## config.mk

```make
export PLATFORM = sky130hd
export DESIGN_NAME = state_sequencer_fsm_flat
export DESIGN_NICKNAME = d
export VERILOG_FILES = /design/src/rtl/sequencer_pkg.sv /design/src/rtl/state_sequencer_fsm_if.sv /design/src/rtl/btn_conditioner.sv /design/src/rtl/state_sequencer_fsm.sv /design/src/flat_wrapper.sv
export SDC_FILE = /design/constraint.sdc
export NUM_CORES = 1
export LEC_CHECK = 0
export ABC_AREA = 1
export BUFFER_PORTS_ARGS = -buffer_cell sky130_fd_sc_hd__buf_2
export CORE_UTILIZATION = 30
export CTS_CLUSTER_DIAMETER = 80
export DETAILED_ROUTE_END_ITERATION = 10
export PLACE_DENSITY = 0.41
export SYNTH_ARGS = -nofsm -noshare
export SYNTH_HDL_FRONTEND = slang
export SYNTH_SLANG_ARGS = --single-unit
```

## constraint.sdc

```tcl
create_clock -name clk -period 6 [get_ports clk]
set_input_delay 0.3 -clock clk [delete_from_list [all_inputs] [get_ports clk]]
set_output_delay 0.3 -clock clk [all_outputs]
set_load 0.005 [all_outputs]
```

## src/rtl/sequencer_pkg.sv

```systemverilog
// Shared types, one-hot state constants and ring-step helpers for the state sequencer.
// Optional build macro SEQUENCER_DEBOUNCE_EN (used by btn_conditioner) adds a debounce filter.
package sequencer_pkg;

  localparam int unsigned NUM_STATES = 7;

  typedef logic [NUM_STATES-1:0] state_oh_t;

  localparam state_oh_t S0_OH = 7'b0000001;
  localparam state_oh_t S1_OH = 7'b0000010;
  localparam state_oh_t S2_OH = 7'b0000100;
  localparam state_oh_t S3_OH = 7'b0001000;
  localparam state_oh_t S4_OH = 7'b0010000;
  localparam state_oh_t S5_OH = 7'b0100000;
  localparam state_oh_t S6_OH = 7'b1000000;

  // Forward step: idle enters the ring at S1, S6 wraps to S1, idle is never re-entered.
  function automatic state_oh_t next_oh(input state_oh_t cur);
    case (cur)
      S0_OH:   next_oh = S1_OH;
      S1_OH:   next_oh = S2_OH;
      S2_OH:   next_oh = S3_OH;
      S3_OH:   next_oh = S4_OH;
      S4_OH:   next_oh = S5_OH;
      S5_OH:   next_oh = S6_OH;
      S6_OH:   next_oh = S1_OH;
      default: next_oh = S0_OH;
    endcase
  endfunction

  // Backward step: S1 wraps to S6; idle stays idle.
  function automatic state_oh_t prev_oh(input state_oh_t cur);
    case (cur)
      S1_OH:   prev_oh = S6_OH;
      S2_OH:   prev_oh = S1_OH;
      S3_OH:   prev_oh = S2_OH;
      S4_OH:   prev_oh = S3_OH;
      S5_OH:   prev_oh = S4_OH;
      S6_OH:   prev_oh = S5_OH;
      default: prev_oh = S0_OH;
    endcase
  endfunction

endpackage

```

## src/rtl/state_sequencer_fsm_if.sv

```systemverilog
// Control/status bundle between the board inputs, the sequencer and the hex decoder.
// master drives buttons and controls; slave (the sequencer) drives state_oh and step_pulse.
interface state_sequencer_fsm_if;
  import sequencer_pkg::*;

  logic      btn_next;
  logic      btn_back;
  logic      clr;
  logic      auto_en;
  logic      hold;
  state_oh_t state_oh;
  logic      step_pulse;

  modport master (
    output btn_next,
    output btn_back,
    output clr,
    output auto_en,
    output hold,
    input  state_oh,
    input  step_pulse
  );

  modport slave (
    input  btn_next,
    input  btn_back,
    input  clr,
    input  auto_en,
    input  hold,
    output state_oh,
    output step_pulse
  );

endinterface

```

## src/rtl/btn_conditioner.sv

```systemverilog
// Raw button to single-cycle press: 2-flop synchronizer, rising-edge detect, and an
// optional stability filter enabled by SEQUENCER_DEBOUNCE_EN.
module btn_conditioner #(
  parameter int unsigned DEBOUNCE_CYCLES = 500_000
) (
  input  logic clk,
  input  logic rst_n,
  input  logic i_btn,
  output logic o_press
);

  if (DEBOUNCE_CYCLES < 1) begin : g_bad_debounce
    $error("DEBOUNCE_CYCLES must be >= 1");
  end

  logic r_sync1;
  logic r_sync2;
  logic r_last;
  logic w_level;

  always_ff @(posedge clk or negedge rst_n) begin
    if (!rst_n) begin
      r_sync1 <= 1'b0;
      r_sync2 <= 1'b0;
    end else begin
      r_sync1 <= i_btn;
      r_sync2 <= r_sync1;
    end
  end

`ifdef SEQUENCER_DEBOUNCE_EN
  localparam int unsigned DebW = $clog2(DEBOUNCE_CYCLES + 1);

  logic [DebW-1:0] r_deb_cnt;
  logic            r_filt;

  // Filtered level follows the synchronized level only after DEBOUNCE_CYCLES mismatching clocks.
  always_ff @(posedge clk or negedge rst_n) begin
    if (!rst_n) begin
      r_deb_cnt <= '0;
      r_filt    <= 1'b0;
    end else if (r_sync2 == r_filt) begin
      r_deb_cnt <= '0;
    end else if (r_deb_cnt == DebW'(DEBOUNCE_CYCLES - 1)) begin
      r_deb_cnt <= '0;
      r_filt    <= r_sync2;
    end else begin
      r_deb_cnt <= r_deb_cnt + 1'b1;
    end
  end

  assign w_level = r_filt;
`else
  assign w_level = r_sync2;
`endif

  always_ff @(posedge clk or negedge rst_n) begin
    if (!rst_n) begin
      r_last <= 1'b0;
    end else begin
      r_last <= w_level;
    end
  end

  assign o_press = w_level & ~r_last;

endmodule

```

## src/rtl/state_sequencer_fsm.sv

```systemverilog
// One-hot 7-state sequencer feeding the state-to-hex decoder: button step/back, clear,
// dwell-timer auto-advance and illegal-encoding recovery. Optional macro: SEQUENCER_DEBOUNCE_EN.
module state_sequencer_fsm
  import sequencer_pkg::*;
#(
  parameter int unsigned DWELL_CYCLES    = 50_000_000,
  parameter int unsigned DEBOUNCE_CYCLES = 500_000
) (
  input logic                  clk,
  input logic                  rst_n,
  state_sequencer_fsm_if.slave seq_if
);

  if (DWELL_CYCLES < 2) begin : g_bad_dwell
    $error("DWELL_CYCLES must be >= 2");
  end

  localparam int unsigned DwellW = $clog2(DWELL_CYCLES);
  localparam logic [DwellW-1:0] DwellLast = DwellW'(DWELL_CYCLES - 1);

  state_oh_t         r_state;
  state_oh_t         w_state_nxt;
  logic [DwellW-1:0] r_dwell;
  logic [DwellW-1:0] w_dwell_nxt;
  logic              r_step;
  logic              w_change;
  logic              w_press_next;
  logic              w_press_back;
  logic              w_legal;
  logic              w_idle;
  logic              w_dwell_en;
  logic              w_expire;

  btn_conditioner #(
    .DEBOUNCE_CYCLES(DEBOUNCE_CYCLES)
  ) u_cond_next (
    .clk    (clk),
    .rst_n  (rst_n),
    .i_btn  (seq_if.btn_next),
    .o_press(w_press_next)
  );

  btn_conditioner #(
    .DEBOUNCE_CYCLES(DEBOUNCE_CYCLES)
  ) u_cond_back (
    .clk    (clk),
    .rst_n  (rst_n),
    .i_btn  (seq_if.btn_back),
    .o_press(w_press_back)
  );

  // Exactly one bit set: non-zero and no second bit left after clearing the lowest.
  assign w_legal    = (r_state != '0) && ((r_state & (r_state - 1'b1)) == '0);
  assign w_idle     = (r_state == S0_OH);
  assign w_dwell_en = seq_if.auto_en && !seq_if.hold && !w_idle;
  assign w_expire   = w_dwell_en && (r_dwell == DwellLast);

  always_comb begin
    w_state_nxt = r_state;
    w_dwell_nxt = r_dwell;

    if (!w_legal) begin
      w_state_nxt = S0_OH;
    end else if (seq_if.clr) begin
      w_state_nxt = S0_OH;
    end else if (w_press_next) begin
      w_state_nxt = next_oh(r_state);
    end else if (w_press_back && !w_idle) begin
      w_state_nxt = prev_oh(r_state);
    end else if (w_expire) begin
      w_state_nxt = next_oh(r_state);
    end

    w_change = (w_state_nxt != r_state);

    if (w_change || seq_if.clr || !seq_if.auto_en) begin
      w_dwell_nxt = '0;
    end else if (w_dwell_en) begin
      w_dwell_nxt = r_dwell + 1'b1;
    end
  end

  always_ff @(posedge clk or negedge rst_n) begin
    if (!rst_n) begin
      r_state <= S0_OH;
      r_dwell <= '0;
      r_step  <= 1'b0;
    end else begin
      r_state <= w_state_nxt;
      r_dwell <= w_dwell_nxt;
      r_step  <= w_change;
    end
  end

  assign seq_if.state_oh   = r_state;
  assign seq_if.step_pulse = r_step;

endmodule

```

## src/flat_wrapper.sv

```systemverilog
// flat-port wrapper written by rule: the top's interface ports become plain ports
module state_sequencer_fsm_flat import sequencer_pkg::*;
#(
  parameter int unsigned DWELL_CYCLES    = 50_000_000,
  parameter int unsigned DEBOUNCE_CYCLES = 500_000
)
  (clk, rst_n, seq_if_btn_next, seq_if_btn_back, seq_if_clr, seq_if_auto_en, seq_if_hold, seq_if_state_oh, seq_if_step_pulse);
  state_sequencer_fsm_if seq_if_i ();
  input logic clk;
  input logic rst_n;
  input wire logic [$bits(seq_if_i.btn_next)-1:0] seq_if_btn_next;
  input wire logic [$bits(seq_if_i.btn_back)-1:0] seq_if_btn_back;
  input wire logic [$bits(seq_if_i.clr)-1:0] seq_if_clr;
  input wire logic [$bits(seq_if_i.auto_en)-1:0] seq_if_auto_en;
  input wire logic [$bits(seq_if_i.hold)-1:0] seq_if_hold;
  output wire logic [$bits(seq_if_i.state_oh)-1:0] seq_if_state_oh;
  output wire logic [$bits(seq_if_i.step_pulse)-1:0] seq_if_step_pulse;
  assign seq_if_i.btn_next = seq_if_btn_next;
  assign seq_if_i.btn_back = seq_if_btn_back;
  assign seq_if_i.clr = seq_if_clr;
  assign seq_if_i.auto_en = seq_if_auto_en;
  assign seq_if_i.hold = seq_if_hold;
  assign seq_if_state_oh = seq_if_i.state_oh;
  assign seq_if_step_pulse = seq_if_i.step_pulse;
  state_sequencer_fsm #(.DWELL_CYCLES(DWELL_CYCLES), .DEBOUNCE_CYCLES(DEBOUNCE_CYCLES)) u_core (.clk(clk), .rst_n(rst_n), .seq_if(seq_if_i));
endmodule
```

==> results.py <==
metrics = {
    "power": {
        "total_power_uw": 737,
        "p_leak_nw": 1.29,
        "powerDensity_nw_per_um2": 255,
        "ir_drop_mv": 0.0774,
    },
    "worst_setup_path": {
        "crit_top_cell": "nand2_1",
        "crit_buf_inv": 1,
        "crit_arrival_ns": 3.00,
        "cp_slowest_cell": "dfstp_2",
        "crit_chain": "nor2_2, nand2_2, inv_2, nand2_1, a21oi_1, nor2_2, nand3_2, a21oi_1, nand2_1, nand2_1, nand2_1, nor2_1, nand2_1, nor2_4, nand2_4, nor2_1",
        "critPathRequiredTime_ns": 6.21,
        "endpoint_kind": "flop",
        "crit_type": "flop to flop",
        "startpoint_type": "flop",
        "cpPeakStageDelay_ns": 0.62,
        "cp_top_family": "simple AND/OR/NAND/NOR gates",
        "r2r_slack_ns": 3.21,
        "path_max_fanout": 25,
    },
    "floorplanning": {
        "die_h_um": 95.9,
        "io-pin-count": 15,
        "rows": 33,
        "die_x_um": 95.9,
        "die_area_sq_um": 9190,
        "initial_core_util_pct": 31.5,
        "core_area_sq_um": 8380,
    },
    "timing": {
        "fmax_mhz": 359,
        "drv_slew": 0,
        "fin_ws_ns": 3.21,
        "worst_hold_slack_ns": 0.112,
        "hold_viol": 0,
        "setup_viol": 0,
        "totalNegativeSetupSlack_ns": 0,
        "post-route-period-util_pct": 46.5,
        "fin_worst_skew_ns": 0.0210,
        "max_slew_margin_pct": 37.0,
        "rsz0062_at_grt": "false",
        "worst_pin_slew_ns": 0.945,
        "period_needed_ns": 2.79,
    },
    "clock_tree": {
        "ctsHoldBuffers": 0,
        "cts_setup_buffers": 0,
        "cts-buffers-inserted": 5,
        "htree_levels": 2,
        "clk_pin_slew_ns": 0.10,
        "ctsRootBufferMaster": "clkbuf_8",
        "cts_tree": "done",
        "cts.sinks": 40,
        "cts_resized": 0,
        "cts_buffer_depth": 2,
        "clk_latency_ns": 0.30,
    },
    "routing": {
        "first_pass_iters": 4,
        "totalWireLength_mm": 6.08,
        "detail-route-antenna-nets": 0,
        "drtIter0Drc": 76,
        "drc_errors": 0,
        "routedWlPerCell_um": 13.1,
        "vias": 2109,
        "drt-vias-per-instance": 4.55,
    },
    "layout": {
        "diodes": 0,
        "final_area_sq_um": 2880,
        "final_nets": 367,
        "final_common_cell": "nand2_1",
        "fin_cells": 464,
        "most-common-layout-cells": "nand2_1, inv_1, dfrtp_1",
        "fin_util_pct": 34.4,
        "area_growth_pct": 9.14,
        "fillCellCount": 898,
        "final_layout_size_suffix_gt1_share_pct": 20.6,
        "seq_area_sq_um": 1000,
        "multiInputGateArea_sq_um": 1400,
    },
    "grt": {
        "grt-ovfl-total": 0,
        "use_met3_pct": 3.00,
        "track_usage_pct": 15.0,
        "antenna_found_initial": 0,
        "grt_first_pass_wirelength_mm": 10.3,
        "top_usage_layer": "met2",
        "grt_pass1_vias": 2111,
        "grt_max_degree": 41,
        "use_met2_pct": 24.8,
        "grt.met1_usage_pct": 19.5,
    },
    "logic_synthesis": {
        "syn-num-nets": 349,
        "seq_area_frac_synth_pct": 37.9,
        "async_flop_share_pct": 100,
        "ys_seq_elements": 40,
        "yosysWarnings": 0,
        "synth_flop_cell": "dfrtp_1",
        "synth_cell_types": 28,
        "netlist_instances": 341,
        "syn_area_per_cell_sq_um": 7.75,
        "synth_edf_count": 0,
        "synth_area_sq_um": 2640,
    },
    "placement": {
        "dp_cells": 457,
        "placed_cell_area_sq_um": 2800,
        "gp_congestion": 0.839,
        "pre_cts_ws_ns": 3.17,
        "io_buffer_count": 14,
        "dp_hpwl_mm": 4.49,
    },
    "run_status": {
        "status": "completed",
    },
    "flow_run": {
        "cap_violations": 0,
    },
    "hold_path": {
        "worst_hold_path_type": "input port to flop",
    },
}
## layer usage
layer | vias to the layer above | part of all wire (%)
met5 | - | 0
met4 | 0 | 1.7
met3 | 7 | 2.6
met2 | 28 | 47
met1 | 973 | 49
li1 | 1101 | -
## state kept, by name, indices dropped and copies added, names as in the netlist
register	flops
u_core.r_dwell	26
u_core.seq_if.state_oh	7
u_core.seq_if.step_pulse	1
u_core.u_cond_back.r_last	1
u_core.u_cond_back.r_sync1	1
u_core.u_cond_back.r_sync2	1
u_core.u_cond_next.r_last	1
u_core.u_cond_next.r_sync1	1
u_core.u_cond_next.r_sync2	1
## power breakdown
| group | switching (mW) | internal, mW |
|---|---|---|
| combinational | 0.183 | 0.0725 |
| clock | 0.102 | 0.0790 |
| sequential | 0.0151 | 0.285 |
| total | 0.300 | 0.436 |
## final timing paths
kind | start | cells after the start | to
setup / recovery | u_core.seq_if.state_oh[0] | 16 | u_core.r_dwell[25]
hold / removal | seq_if_btn_next | 1 | u_core.u_cond_next.r_sync1
setup reg to reg | u_core.seq_if.state_oh[0] | 16 | u_core.r_dwell[25]
hold reg to reg | u_core.u_cond_back.r_sync1 | 0 | u_core.u_cond_back.r_sync2
max in group asynchronous | rst_n | 1 | u_core.r_dwell[3]
min in group asynchronous | rst_n | 1 | u_core.seq_if.state_oh[2]
## logic make-up (layout without fill, tap and decap cells)
logic type                 count (synthesis)  in the layout  synth area share [%]
and+or+nand+nor                          207            207                  42.2
adders and majority gates                  1              1                 0.473
buffers and inverters                     55             73                  8.95
xor gates and xnor gates                  21             21                  6.96
AOI/OAI and AO/OA                         16             16                  3.08
muxes                                      1              1                 0.379
DFF                                       40             40                  37.9
## area by class of cell
type                    count  area share [%]
clock buffers               5            2.39
repair buffers             14            2.43
clock inverters             2           0.434
inverters                  52            6.77
multi-input cells         246            48.7
flip-flops and latches     40            34.8
well taps                 105            4.56
## cells in the mapped netlist (2+ instances only)
library cell  number  area, sq um
a21oi_1            8         40.0
buf_8              2         30.0
dfrtp_1           39          976
inv_1             45          169
inv_2              7         26.3
nand2_1           75          282
nand2_2            4         25.0
nand2_4            3         33.8
nand3_1           36          180
nand3_2            3         30.0
nand3b_1           2         15.0
nand4_1            7         43.8
nor2_1            31          116
nor2_2            14         87.6
nor2_4            19          214
nor3_1             9         45.0
o21ai_1            7         35.0
xnor2_1            6         52.6
xor2_1            15          131
## worst reg2reg max path, cell delays in order (launching register included)
cell	delay [ns]
dfstp_2	0.62
nor2_2	0.07
nand2_2	0.10
inv_2	0.05
nand2_1	0.07
a21oi_1	0.05
nor2_2	0.09
nand3_2	0.16
a21oi_1	0.24
nand2_1	0.11
nand2_1	0.07
nand2_1	0.05
nor2_1	0.18
nand2_1	0.13
nor2_4	0.16
nand2_4	0.34
nor2_1	0.21
Note: power is estimated with default switching activity, not from simulation.
